**src/rtl/decode.sv**
```systemverilog
// Single-entry RV32I decode stage: registers the fetched pc/instruction pair together with
// its decoded fields, immediate and legality flag behind a valid/ready handshake.
module decode #(
    parameter int unsigned DWIDTH = 32,
    parameter int unsigned AWIDTH = 32
) (
    input  logic              clk,
    input  logic              rst,
    input  logic              in_valid_i,
    output logic              in_ready_o,
    input  logic [AWIDTH-1:0] pc_i,
    input  logic [DWIDTH-1:0] insn_i,
    input  logic              flush_i,
    output logic              out_valid_o,
    input  logic              out_ready_i,
    output logic [AWIDTH-1:0] pc_o,
    output logic [DWIDTH-1:0] insn_o,
    output logic [6:0]        opcode_o,
    output logic [4:0]        rd_o,
    output logic [4:0]        rs1_o,
    output logic [4:0]        rs2_o,
    output logic [2:0]        funct3_o,
    output logic [6:0]        funct7_o,
    output logic [31:0]       imm_o,
    output logic              illegal_o
);

    localparam logic [6:0] OpLoad   = 7'b0000011;
    localparam logic [6:0] OpFence  = 7'b0001111;
    localparam logic [6:0] OpImm    = 7'b0010011;
    localparam logic [6:0] OpAuipc  = 7'b0010111;
    localparam logic [6:0] OpStore  = 7'b0100011;
    localparam logic [6:0] OpReg    = 7'b0110011;
    localparam logic [6:0] OpLui    = 7'b0110111;
    localparam logic [6:0] OpBranch = 7'b1100011;
    localparam logic [6:0] OpJalr   = 7'b1100111;
    localparam logic [6:0] OpJal    = 7'b1101111;
    localparam logic [6:0] OpSystem = 7'b1110011;

    typedef struct packed {
        logic [AWIDTH-1:0] pc;
        logic [DWIDTH-1:0] insn;
        logic [6:0]        opcode;
        logic [4:0]        rd;
        logic [4:0]        rs1;
        logic [4:0]        rs2;
        logic [2:0]        funct3;
        logic [6:0]        funct7;
        logic [31:0]       imm;
        logic              illegal;
    } bundle_t;

    // Reset leaves a NOP in the raw instruction but zeroes every decoded field.
    localparam bundle_t BundleRst = '{
        pc:      '0,
        insn:    DWIDTH'(32'h0000_0013),
        opcode:  '0,
        rd:      '0,
        rs1:     '0,
        rs2:     '0,
        funct3:  '0,
        funct7:  '0,
        imm:     '0,
        illegal: 1'b0
    };

    logic    valid_q, valid_d;
    bundle_t bundle_q, bundle_d;
    bundle_t dec;
    logic    accept;

    assign in_ready_o = !valid_q || out_ready_i;
    assign accept     = in_valid_i && in_ready_o && !flush_i;

    always_comb begin
        dec        = BundleRst;
        dec.pc     = pc_i;
        dec.insn   = insn_i;
        dec.opcode = insn_i[6:0];
        dec.rd     = insn_i[11:7];
        dec.funct3 = insn_i[14:12];
        dec.rs1    = insn_i[19:15];
        dec.rs2    = insn_i[24:20];
        dec.funct7 = insn_i[31:25];

        unique case (insn_i[6:0])
            OpImm, OpLoad, OpJalr: dec.imm = {{20{insn_i[31]}}, insn_i[31:20]};
            OpStore:  dec.imm = {{20{insn_i[31]}}, insn_i[31:25], insn_i[11:7]};
            OpBranch: dec.imm = {{19{insn_i[31]}}, insn_i[31], insn_i[7], insn_i[30:25],
                                 insn_i[11:8], 1'b0};
            OpLui, OpAuipc: dec.imm = {insn_i[31:12], 12'b0};
            OpJal:    dec.imm = {{11{insn_i[31]}}, insn_i[31], insn_i[19:12], insn_i[20],
                                 insn_i[30:21], 1'b0};
            default:  dec.imm = 32'h0;
        endcase

        unique case (insn_i[6:0])
            OpImm, OpLoad, OpJalr, OpStore, OpBranch, OpLui, OpAuipc, OpJal, OpFence,
            OpSystem: dec.illegal = 1'b0;
            OpReg:    dec.illegal = (insn_i[31:25] != 7'b0000000) &&
                                    (insn_i[31:25] != 7'b0100000);
            default:  dec.illegal = 1'b1;
        endcase
        if (insn_i[1:0] != 2'b11) begin
            dec.illegal = 1'b1;
        end
    end

    // Flush wins over both accept and consume.
    always_comb begin
        valid_d  = valid_q;
        bundle_d = bundle_q;
        if (flush_i) begin
            valid_d = 1'b0;
        end else if (accept) begin
            valid_d  = 1'b1;
            bundle_d = dec;
        end else if (valid_q && out_ready_i) begin
            valid_d = 1'b0;
        end
    end

    always_ff @(posedge clk or posedge rst) begin
        if (rst) begin
            valid_q  <= 1'b0;
            bundle_q <= BundleRst;
        end else begin
            valid_q  <= valid_d;
            bundle_q <= bundle_d;
        end
    end

    assign out_valid_o = valid_q;
    assign pc_o        = bundle_q.pc;
    assign insn_o      = bundle_q.insn;
    assign opcode_o    = bundle_q.opcode;
    assign rd_o        = bundle_q.rd;
    assign rs1_o       = bundle_q.rs1;
    assign rs2_o       = bundle_q.rs2;
    assign funct3_o    = bundle_q.funct3;
    assign funct7_o    = bundle_q.funct7;
    assign imm_o       = bundle_q.imm;
    assign illegal_o   = bundle_q.illegal;

endmodule

```
**config.mk**
```make
export PLATFORM = sky130hd
export DESIGN_NAME = decode
export DESIGN_NICKNAME = d
export VERILOG_FILES = /design/src/rtl/decode.sv
export SDC_FILE = /design/constraint.sdc
export NUM_CORES = 1
export LEC_CHECK = 0
export ABC_AREA = 1
export CORE_AREA = 5 5 111 113
export CTS_CLUSTER_DIAMETER = 30
export DETAILED_ROUTE_END_ITERATION = 6
export DIE_AREA = 0 0 116 118
export GPL_ROUTABILITY_DRIVEN = 0
export HOLD_SLACK_MARGIN = 0.12
export PLACE_DENSITY = 0.79
export SETUP_SLACK_MARGIN = 0.1
export SLEW_MARGIN = 20
export SYNTH_ARGS = -nofsm -noshare
export SYNTH_HDL_FRONTEND = slang
export SYNTH_SLANG_ARGS = --single-unit
```
**constraint.sdc**
```tcl
create_clock -name clk -period 3.6 [get_ports clk]
set_input_delay 0.72 -clock clk [delete_from_list [all_inputs] [get_ports clk]]
set_output_delay 0.72 -clock clk [all_outputs]
set_load 0.005 [all_outputs]
```
==> run_results.csv <==
group,metric,value,unit
clock_tree,post-cts-setup-buffer-count,0,
yosys,synth_ff_type,"dfrtp_1",
clock_tree,clockBufferDepth,2,
global_route,grt_pass1_vias,4576,
yosys,netlist_instances,589,
floorplan,die_w,116,microns
yosys,yosys_warnings,0,
place,port_buffers,199,
floorplan,io_pins,200,
power_and_ir_drop,comb_power_share,21.4,%
setup_path,timing.rr.start,"out_valid_o",
setup_path,setup.worst_path.end_class,"output port",
detailed_routing,vias,4320,
cells_and_area,utilization,61.1,%
setup_path,cp-start-kind,"input pin",
yosys,synth.top_cells.by_count,"nand2_1 (323), dfrtp_1 (98), nand3_1 (42)",
sta,min_period,2600,ps
yosys,synth_top_area_share,52.7,%
detailed_routing,firstDrtPassIters,5,
floorplan,start_util,41.5,%
setup_path,crit_type,"input pin to output port",
setup_path,max_stage_delay,530,ps
power_and_ir_drop,total_power,3.13,mW
sta,fmax,385,MHz
sta,tns,0,ps
hold_path,hold_start,"pc_o[25]",
floorplan,fp.dieH,118,microns
setup_path,cpLargestDelayFamily,"buffers and inverters",
clock_tree,clockRootBuffer,"clkbuf_16",
yosys,yosys.cell_count.top_type,"nand2_1",
global_route,track_usage,20.4,%
yosys,synth_area,0.00466,sq mm
global_route,antenna_found_initial,0,
power_and_ir_drop,p_leak,3.51,nW
sta,finalSetupViolations,0,
global_route,overflow,0,
yosys,synth_area_per_cell,7.91,sq um
detailed_routing,drt_iter0_markers,228,
place,dpl.hpwl,10.1,mm
setup_path,cp.buffers_inverters,3,
setup_path,crit_slowest_cell,"clkdlybuf4s50_1",
cells_and_area,final_layout_size_suffix_gt1_share,5.32,%
clock_tree,cts_hold_buffers,0,
power_and_ir_drop,seqPwrFrac,43.0,%
cells_and_area,nets,816,
yosys,synth_fp_nets,658,
yosys,synth_top_area_cell,"dfrtp_1",
yosys,ys_ff_latch,101,
yosys,yosysSeqAreaShare,54.4,%
sta,max_slew_margin,31.4,%
yosys,async_flop_share,100,%
cells_and_area,syn_to_final_growth,47.3,%
run,drv_cap,0,
detailed_routing,drt-total-wl,13.8,mm
global_route,grt_max_degree,104,
floorplan,dieArea,0.0137,sq mm
detailed_routing,ant_nets,0,
detailed_routing,wl_per_cell,15.4,microns
setup_path,path_cells,"clkdlybuf4s50_1 > inv_1 > nand2_1 > clkdlybuf4s50_1",
yosys,synth_edf_count,0,
sta,hold_viol_final,0,
power_and_ir_drop,internal-power,2.35,mW
floorplan,row_count,39,
detailed_routing,drcViolationCount,0,
power_and_ir_drop,p_clk_share,35.6,%
sta,slew_viol_final,0,
floorplan,coreArea,0.0112,sq mm
yosys,synth_area_leaders,"dfrtp_1 (53%), nand2_1 (26%), buf_4 (5.2%)",
clock_tree,cts-resized-gates,0,
power_and_ir_drop,max-vdd-ir-drop,0.282,mV
clock_tree,cts_tree,"yes",
sta,rsz0062_at_grt,"no",
setup_path,r2r_slack,1640,ps
power_and_ir_drop,p_sw,0.779,mW
setup_path,cp_max_fo,3,
clock_tree,htree_num_levels,3,
clock_tree,clock_latency,340,ps
cells_and_area,regArea,0.00253,sq mm
sta,clock_skew,4.34,ps
detailed_routing,avgViaCountPerCell,4.83,
setup_path,crit_required,2880,ps
power_and_ir_drop,sw_frac_of_total,24.9,%
cells_and_area,multi_input_area,0.00167,sq mm
clock_tree,cts_buffers,9,
sta,worst_pin_slew,1030,ps
setup_path,critPathLaunch,"out_ready_i",
status,status,"finished, final reports clean",
setup_path,cp.arrival,1880,ps
sta,period_share,72.1,%
clock_tree,cts_sinks,101,
setup_path,cp_common_cell,"clkdlybuf4s50_1",
cells_and_area,nFillCells,978,
global_route,grt_pass1_wl,22.3,mm
power_and_ir_drop,power_density,457,mW/mm^2
hold_path,hold_path_class,"register to register",
clock_tree,clk_pin_slew,70,ps
cells_and_area,diodes,0,
yosys,ys_types,19,
-- through the flow --
stage | setup slack (ps) | hold WS, ps | area (sq um) | std cells
floorplan | 238 | 456 | 4660 | 589
global route | 906 | 504 | 6860 | 895
global placement | 869 | 455 | 6510 | 879
detailed placement | 784 | 465 | 6510 | 879
CTS | 1000 | 483 | 6860 | 895
finish | 1000 | 478 | 6860 | 895
-- registers in the layout, summed over array words and instances, names as in the netlist --
signal	flops
pc_o	32
imm_o	32
out_valid_o	1
opcode_o	3
illegal_o	1
insn_o	32
-- kinds of logic after synthesis --
logic type      Yosys count  share of synthesized area, %
flops                   101                          54.4
buf+inv                  81                          9.97
simple gates            398                          34.7
compound gates            9                         0.967
-- placed cells by master, fill, tap and decap left out --
master	instances
clkinv_4	1
clkinv_2	1
dfrtp_1	98
bufinv_16	3
a21oi_1	3
dfstp_2	3
inv_4	1
o21ai_0	6
clkinvlp_4	2
clkdlybuf4s50_1	199
buf_4	3
inv_6	1
nor2_4	2
nor2_1	19
inv_1	22
nand3_2	4
nand2_1	322
nor2b_1	1
buf_12	1
nand2_2	5
clkbuf_16	9
nand3_1	42
nand2_4	3
inv_2	1
-- final cells by class --
type	instances	share of cell area, %
well taps	143	2.61
multi-input cells	407	24.3
inverters	25	1.42
clock buffers	9	3.28
repair buffers	203	29.7
clock inverters	7	1.79
flip-flops and latches	101	36.9
-- per-layer routing --
layer  up-vias  routed length, microns  global-route usage, %
met5         -                       0                      0
met4         0                     369                   8.19
met3        27                    1500                   6.74
met2       222                    6440                   32.3
met1      1988                    5490                   25.6
li1       2083                       -                      -
-- worst min-delay path: stages, from the launching register on --
cell	delay [ps]
dfrtp_1	340
nand2_1	50
nand2_1	50
-- power by group through the flow --
| stage | Clock [mW] | Combinational [mW] | Sequential (mW) |
|---|---|---|---|
| final | 1.12 | 0.670 | 1.35 |
| after global routing | 1.18 | 0.733 | 1.36 |
| after CTS | 1.14 | 0.681 | 1.35 |
| after detailed placement | 0 | 0.677 | 1.36 |
| after global placement | 0 | 0.664 | 1.36 |
| after floorplan | 0 | 0.248 | 1.36 |
-- path summary, 6_finish.rpt --
kind / cells past startpoint / endpoint
hold reg to reg: 2 / pc_o[25]
min in group asynchronous: 2 / pc_o[15]
hold / removal: 2 / pc_o[25]
setup reg to reg: 7 / illegal_o
max in group asynchronous: 3 / insn_o[4]
setup / recovery: 4 / in_ready_o
(Power assumes the default switching activity.)
